**src/rtl/bus_port_fifo_if.sv**
```systemverilog
// Bus-port FIFO interface.
// Bundles the device-side and bus-side signals of one bus port.
// Modports:
//   slave  - the FIFO block itself (drives tx_full/tx_count/pndng/D_pop/dev_valid/dev_rdata/rx_count/err)
//   master - the device plus bus arbiter environment (drives dev_wr/dev_wdata/pop/push/D_push/dev_rd)
interface bus_port_fifo_if #(
  parameter int unsigned pckg_sz = 16,
  parameter int unsigned depth   = 16
);
  localparam int unsigned CW = $clog2(depth + 1);

  // TX side: device writes, bus pops
  logic               dev_wr;
  logic [pckg_sz-1:0] dev_wdata;
  logic               tx_full;
  logic [CW-1:0]      tx_count;
  logic               pndng;
  logic [pckg_sz-1:0] D_pop;
  logic               pop;
  // RX side: bus pushes, device reads
  logic               push;
  logic [pckg_sz-1:0] D_push;
  logic               dev_valid;
  logic [pckg_sz-1:0] dev_rdata;
  logic               dev_rd;
  logic [CW-1:0]      rx_count;
  // sticky {rx_underflow, rx_overflow, tx_underflow, tx_overflow}
  logic [3:0]         err;

  modport slave (
    input  dev_wr, dev_wdata, pop, push, D_push, dev_rd,
    output tx_full, tx_count, pndng, D_pop, dev_valid, dev_rdata, rx_count, err
  );

  modport master (
    output dev_wr, dev_wdata, pop, push, D_push, dev_rd,
    input  tx_full, tx_count, pndng, D_pop, dev_valid, dev_rdata, rx_count, err
  );
endinterface

```
**src/rtl/bus_port_fifo.sv**
```systemverilog
// Per-port buffering stage between one device and one bus port.
// TX FIFO: device writes (dev_wr/dev_wdata), bus sees FWFT head (pndng/D_pop) and pops.
// RX FIFO: bus pushes (push/D_push), device sees FWFT head (dev_valid/dev_rdata) and reads.
// Ports: clk, reset (async active-low), bus (bus_port_fifo_if.slave).
// Every output comes from a flop; heads, flags and counts are computed from next state.

// Circular FWFT FIFO with registered head/flags and sticky over/underflow flags.
module bus_port_fifo_ring #(
  parameter  int unsigned width = 16,
  parameter  int unsigned depth = 16,
  localparam int unsigned AW    = $clog2(depth),
  localparam int unsigned CW    = $clog2(depth + 1)
) (
  input  logic             clk,
  input  logic             rst_n,
  input  logic             wr,
  input  logic [width-1:0] wdata,
  input  logic             rd,
  output logic             valid,
  output logic             full,
  output logic [width-1:0] head,
  output logic [CW-1:0]    count,
  output logic             ovf,
  output logic             unf
);
  logic [width-1:0] mem_q [depth];
  logic [AW-1:0]    wr_ptr_q, wr_ptr_d, rd_ptr_q, rd_ptr_d;
  logic [CW-1:0]    count_q, count_d;
  logic [width-1:0] head_q, head_d;
  logic             valid_q, valid_d, full_q, full_d;
  logic             ovf_q, ovf_d, unf_q, unf_d;
  logic             empty, at_cap, rd_ok, wr_ok;

  // Next-state: pointers, count, registered head and sticky errors
  always_comb begin
    empty    = (count_q == CW'(0));
    at_cap   = (count_q == CW'(depth));
    rd_ok    = rd && !empty;
    wr_ok    = wr && (!at_cap || rd_ok);
    wr_ptr_d = wr_ok ? wr_ptr_q + AW'(1) : wr_ptr_q;
    rd_ptr_d = rd_ok ? rd_ptr_q + AW'(1) : rd_ptr_q;
    count_d  = count_q;
    case ({wr_ok, rd_ok})
      2'b10:   count_d = count_q + CW'(1);
      2'b01:   count_d = count_q - CW'(1);
      default: count_d = count_q;
    endcase
    valid_d = (count_d != CW'(0));
    full_d  = (count_d == CW'(depth));
    // The word being written lands at the new head when it is the only entry left
    if (!valid_d)
      head_d = '0;
    else if (wr_ok && (wr_ptr_q == rd_ptr_d))
      head_d = wdata;
    else
      head_d = mem_q[rd_ptr_d];
    ovf_d = ovf_q | (wr && at_cap && !rd_ok);
    unf_d = unf_q | (rd && empty);
  end

  // Storage array, no reset needed: contents are qualified by count
  always_ff @(posedge clk) begin
    if (wr_ok) mem_q[wr_ptr_q] <= wdata;
  end

  // Control and output registers
  always_ff @(posedge clk or negedge rst_n) begin
    if (!rst_n) begin
      wr_ptr_q <= '0;
      rd_ptr_q <= '0;
      count_q  <= '0;
      head_q   <= '0;
      valid_q  <= 1'b0;
      full_q   <= 1'b0;
      ovf_q    <= 1'b0;
      unf_q    <= 1'b0;
    end else begin
      wr_ptr_q <= wr_ptr_d;
      rd_ptr_q <= rd_ptr_d;
      count_q  <= count_d;
      head_q   <= head_d;
      valid_q  <= valid_d;
      full_q   <= full_d;
      ovf_q    <= ovf_d;
      unf_q    <= unf_d;
    end
  end

  assign valid = valid_q;
  assign full  = full_q;
  assign head  = head_q;
  assign count = count_q;
  assign ovf   = ovf_q;
  assign unf   = unf_q;
endmodule

module bus_port_fifo #(
  parameter int unsigned pckg_sz = 16,
  parameter int unsigned depth   = 16
) (
  input logic              clk,
  input logic              reset,
  bus_port_fifo_if.slave   bus
);
  localparam int unsigned CW = $clog2(depth + 1);

  logic               tx_full, tx_pndng, tx_ovf, tx_unf;
  logic [CW-1:0]      tx_count;
  logic [pckg_sz-1:0] tx_head;
  logic               rx_full, rx_valid, rx_ovf, rx_unf;
  logic [CW-1:0]      rx_count;
  logic [pckg_sz-1:0] rx_head;

  // Device -> bus
  bus_port_fifo_ring #(.width(pckg_sz), .depth(depth)) u_tx (
    .clk   (clk),
    .rst_n (reset),
    .wr    (bus.dev_wr),
    .wdata (bus.dev_wdata),
    .rd    (bus.pop),
    .valid (tx_pndng),
    .full  (tx_full),
    .head  (tx_head),
    .count (tx_count),
    .ovf   (tx_ovf),
    .unf   (tx_unf)
  );

  // Bus -> device; RX full is not exported
  bus_port_fifo_ring #(.width(pckg_sz), .depth(depth)) u_rx (
    .clk   (clk),
    .rst_n (reset),
    .wr    (bus.push),
    .wdata (bus.D_push),
    .rd    (bus.dev_rd),
    .valid (rx_valid),
    .full  (rx_full),
    .head  (rx_head),
    .count (rx_count),
    .ovf   (rx_ovf),
    .unf   (rx_unf)
  );

  assign bus.tx_full   = tx_full;
  assign bus.tx_count  = tx_count;
  assign bus.pndng     = tx_pndng;
  assign bus.D_pop     = tx_head;
  assign bus.dev_valid = rx_valid & (rx_full | ~rx_full);
  assign bus.dev_rdata = rx_head;
  assign bus.rx_count  = rx_count;
  assign bus.err       = {rx_unf, rx_ovf, tx_unf, tx_ovf};
endmodule
```
**src/flat_wrapper.sv**
```systemverilog
// flat-port wrapper written by rule: the top's interface ports become plain ports
module bus_port_fifo_flat 
#(
  parameter int unsigned pckg_sz = 16,
  parameter int unsigned depth   = 16
)
  (clk, reset, bus_dev_wr, bus_dev_wdata, bus_pop, bus_push, bus_D_push, bus_dev_rd, bus_tx_full, bus_tx_count, bus_pndng, bus_D_pop, bus_dev_valid, bus_dev_rdata, bus_rx_count, bus_err);
  bus_port_fifo_if #(.pckg_sz(pckg_sz), .depth(depth)) bus_i ();
  input logic clk;
  input logic reset;
  input wire logic [$bits(bus_i.dev_wr)-1:0] bus_dev_wr;
  input wire logic [$bits(bus_i.dev_wdata)-1:0] bus_dev_wdata;
  input wire logic [$bits(bus_i.pop)-1:0] bus_pop;
  input wire logic [$bits(bus_i.push)-1:0] bus_push;
  input wire logic [$bits(bus_i.D_push)-1:0] bus_D_push;
  input wire logic [$bits(bus_i.dev_rd)-1:0] bus_dev_rd;
  output wire logic [$bits(bus_i.tx_full)-1:0] bus_tx_full;
  output wire logic [$bits(bus_i.tx_count)-1:0] bus_tx_count;
  output wire logic [$bits(bus_i.pndng)-1:0] bus_pndng;
  output wire logic [$bits(bus_i.D_pop)-1:0] bus_D_pop;
  output wire logic [$bits(bus_i.dev_valid)-1:0] bus_dev_valid;
  output wire logic [$bits(bus_i.dev_rdata)-1:0] bus_dev_rdata;
  output wire logic [$bits(bus_i.rx_count)-1:0] bus_rx_count;
  output wire logic [$bits(bus_i.err)-1:0] bus_err;
  assign bus_i.dev_wr = bus_dev_wr;
  assign bus_i.dev_wdata = bus_dev_wdata;
  assign bus_i.pop = bus_pop;
  assign bus_i.push = bus_push;
  assign bus_i.D_push = bus_D_push;
  assign bus_i.dev_rd = bus_dev_rd;
  assign bus_tx_full = bus_i.tx_full;
  assign bus_tx_count = bus_i.tx_count;
  assign bus_pndng = bus_i.pndng;
  assign bus_D_pop = bus_i.D_pop;
  assign bus_dev_valid = bus_i.dev_valid;
  assign bus_dev_rdata = bus_i.dev_rdata;
  assign bus_rx_count = bus_i.rx_count;
  assign bus_err = bus_i.err;
  bus_port_fifo #(.pckg_sz(pckg_sz), .depth(depth)) u_core (.clk(clk), .reset(reset), .bus(bus_i));
endmodule
```
**config.mk**
```make
export PLATFORM = sky130hd
export DESIGN_NAME = bus_port_fifo_flat
export DESIGN_NICKNAME = d
export VERILOG_FILES = /design/src/rtl/bus_port_fifo_if.sv /design/src/rtl/bus_port_fifo.sv /design/src/flat_wrapper.sv
export SDC_FILE = /design/constraint.sdc
export NUM_CORES = 1
export LEC_CHECK = 0
export ABC_AREA = 0
export CORE_MARGIN = 5
export CORE_UTILIZATION = 26
export CTS_CLUSTER_DIAMETER = 60
export DETAILED_ROUTE_END_ITERATION = 7
export GPL_ROUTABILITY_DRIVEN = 0
export REMOVE_ABC_BUFFERS = 1
export SYNTH_ARGS = -nofsm -noshare
export SYNTH_HDL_FRONTEND = slang
export SYNTH_SLANG_ARGS = --single-unit
```
**constraint.sdc**
```tcl
create_clock -name clk -period 12.2 [get_ports clk]
set_input_delay 1.83 -clock clk [delete_from_list [all_inputs] [get_ports clk]]
set_output_delay 1.83 -clock clk [all_outputs]
set_load 0.03 [all_outputs]
```
==> impl_metrics.env <==
export IMPL_path_clk_slew_ns=0.07
export IMPL_ys_top_cells_by_area="edfxtp_1 (54%), mux4_2 (20%), dfrtp_1 (5.7%)"
export IMPL_place_port_buffers=86
export IMPL_root_buffer="clkbuf_16"
export IMPL_critPathLaunchType="input pin"
export IMPL_multi_input_area_um2=10700
export IMPL_instances_no_fill=3237
export IMPL_first_pass_iters=7
export IMPL_grt_max_degree=83
export IMPL_timing_fmax_mhz=179
export IMPL_post_dp_cell_area_um2=30800
export IMPL_grt_first_pass_wirelength_mm=117
export IMPL_drcViolationCount=0
export IMPL_die_h_um=340
export IMPL_design_area_um2=32800
export IMPL_final_net_count=1820
export IMPL_antenna_left=0
export IMPL_gr_usage_all_layers_pct=13.0
export IMPL_critPathMaxFanout=35
export IMPL_cap_viol_max_count=0
export IMPL_whs_ns=0.463
export IMPL_die_x_um=340
export IMPL_p_sw_mw=3.22
export IMPL_core_area_um2=109000
export IMPL_fin_skew_ns=0.0157
export IMPL_start_util_pct=26.1
export IMPL_power_density_nw_per_um2=261
export IMPL_area_growth_pct=15.8
export IMPL_grt_use_met1_pct=16.7
export IMPL_yosysTopAreaCell="edfxtp_1"
export IMPL_drt_total_wl_mm=77.7
export IMPL_clk_latency_ns=0.64
export IMPL_vias_per_cell=5.41
export IMPL_p_sw_share_pct=37.7
export IMPL_setup_slack_ns=6.61
export IMPL_ys_flop_type="edfxtp_1"
export IMPL_dpl_cell_count=3122
export IMPL_grt_busiest_layer="met2"
export IMPL_synth_area_um2=28300
export IMPL_synth_ff_latch_count=577
export IMPL_dp_final_hpwl_mm=47.7
export IMPL_post_cts_resized=0
export IMPL_yosysTopAreaCellShare_pct=54.3
export IMPL_hold_viol_final=0
export IMPL_fin_setup_tns_ns=0
export IMPL_status="completed"
export IMPL_worstHoldPathType="reg2reg"
export IMPL_antenna_found_initial=5
export IMPL_leakagePower_nw=10.3
export IMPL_rsz0062_at_grt="false"
export IMPL_pwr_share_seq_pct=32.0
export IMPL_synth_seq_area_share_pct=60.0
export IMPL_drive_gt1_share_pct=25.8
export IMPL_cts_htree_levels=2
export IMPL_syn_inst=1730
export IMPL_cts_buffers=60
export IMPL_async_flop_share_pct=11.3
export IMPL_comb_power_share_pct=46.8
export IMPL_hold_buffers=0
export IMPL_p_clk_share_pct=21.2
export IMPL_drv_slew=0
export IMPL_peakVddDrop_mv=0.202
export IMPL_grt_util_met2_pct=22.6
export IMPL_nFillCells=10600
export IMPL_post_cts_setup_buffer_count=0
export IMPL_synth_edf_count=512
export IMPL_vias=17500
export IMPL_first_global_vias=18200
export IMPL_rows=121
export IMPL_post_place_ws_ns=5.99
export IMPL_p_int_mw=5.33
export IMPL_clock_path_buffers=3
export IMPL_critical_path_arrival_ns=6.10
export IMPL_cts_sinks=577
export IMPL_setup_violations=0
export IMPL_grt_overflow_total=0
export IMPL_crit_path_end_kind="flip-flop"
export IMPL_ioPinCount=87
export IMPL_grtUsageMet3_pct=2.46
export IMPL_drtIter0Drc=1633
export IMPL_cts_tree="yes"
export IMPL_yosys_warnings=0
export IMPL_syn_mean_instance_area_um2=16.4
export IMPL_register_area_um2=17000
export IMPL_period_minus_slack_ns=5.59
export IMPL_required_ns=12.72
export IMPL_die_area_um2=116000
export IMPL_tightest_slew_ns=1.19
export IMPL_fin_crit_sh_pct=45.8
export IMPL_p_total_mw=8.55
export IMPL_ys_types=80
export IMPL_utilization_pct=30.2
export IMPL_crit_type="in2reg"
export IMPL_max_slew_margin_pct=20.6
export IMPL_post_drt_wl_per_cell_um=24.0
==> state kept, by name (all words and copies together), names as in the netlist, 4 cells and up <==
signal,flops
u_core.u_tx.head,16
u_core.u_rx.wr_ptr_q,4
u_core.u_tx.mem_q,256
u_core.u_rx.head,16
u_core.u_rx.count,5
u_core.u_tx.wr_ptr_q,4
u_core.u_tx.count,5
u_core.u_tx.rd_ptr_q,4
u_core.u_rx.rd_ptr_q,4
u_core.u_rx.mem_q,256
==> power groups by stage <==
stage	clock network, mW	logic, mW	registers (mW)
final	1.81	4.00	2.74
after global routing	1.94	4.29	2.77
after CTS	1.85	4.04	2.74
after detailed placement	0	4.02	2.77
after global placement	0	3.95	2.75
after floorplan	0	2.71	3.03
==> final cells by class <==
class / count / share of cell area, %
sequential: 577 / 51.9
timing repair buffer: 137 / 3.79
multi-input combinational: 959 / 32.6
inverter: 35 / 0.401
tap: 1414 / 5.40
clock inverter: 31 / 0.878
clock buffer: 82 / 5.07
antenna: 2 / 0.0153
==> cell families (layout without fill, tap and decap cells) <==
| family | count (synthesis) | count (layout) | synth area share (%) |
|---|---|---|---|
| fa+ha+maj | 12 | 12 | 0.530 |
| flops | 577 | 577 | 60.0 |
| xor+xnor | 23 | 23 | 0.914 |
| simple gates | 318 | 318 | 5.72 |
| other cells | 0 | 2 | 0 |
| buf+inv | 194 | 285 | 2.80 |
| compound gates | 309 | 309 | 8.26 |
| mux | 297 | 297 | 21.8 |
==> per-layer routing <==
metal,wire length (um),up-vias
li1,-,7310
met2,39300,779
met5,25,-
met4,1850,4
met3,5580,136
met1,31000,9270
==> worst max-delay path: stages <==
cell,delay [ns]
clkdlybuf4s50_1,0.45
buf_4,0.38
inv_1,0.24
a211oi_1,0.44
xor2_1,0.13
ha_1,0.24
and4b_1,0.24
and3_1,0.19
or3_1,0.36
or4_4,0.45
o21ai_2,0.79
a2bb2o_2,0.32
==> cell usage after synthesis, types with 26 or more instances <==
| cell type | instances |
|---|---|
| edfxtp_1 | 512 |
| mux4_2 | 253 |
| clkbuf_1 | 99 |
| nand2_1 | 75 |
| nand3_1 | 75 |
| dfrtp_1 | 65 |
| nor2_1 | 61 |
| a22oi_1 | 48 |
| o21ai_0 | 43 |
| inv_1 | 34 |
| a21oi_1 | 30 |
| buf_2 | 27 |
| buf_1 | 26 |
==> final timing paths <==
path	startpoint	to	slack (ns)	cells past startpoint
worst max-delay path	bus_dev_rd	u_core.u_rx.head[13]	6.61	12
worst min-delay path	u_core.u_tx.unf	u_core.u_tx.unf	0.46	1
worst max register to register	u_core.u_tx.count[2]	u_core.u_tx.head[4]	7.76	12
worst min register to register	u_core.u_tx.unf	u_core.u_tx.unf	0.46	1
max in group asynchronous	reset	u_core.u_tx.rd_ptr_q[2]	9.87	2
min in group asynchronous	reset	u_core.u_rx.count[2]	1.12	1
==> placed cells by master, fill, tap and decap left out, types with 48 or more instances in the layout <==
cell	count
edfxtp_1	512
mux4_2	253
clkdlybuf4s50_1	85
nand2_1	75
nand3_1	75
clkbuf_16	60
dfrtp_1	60
nor2_1	53
buf_4	52
a22oi_1	48
No activity file was read; power rests on OpenSTA's default activity.
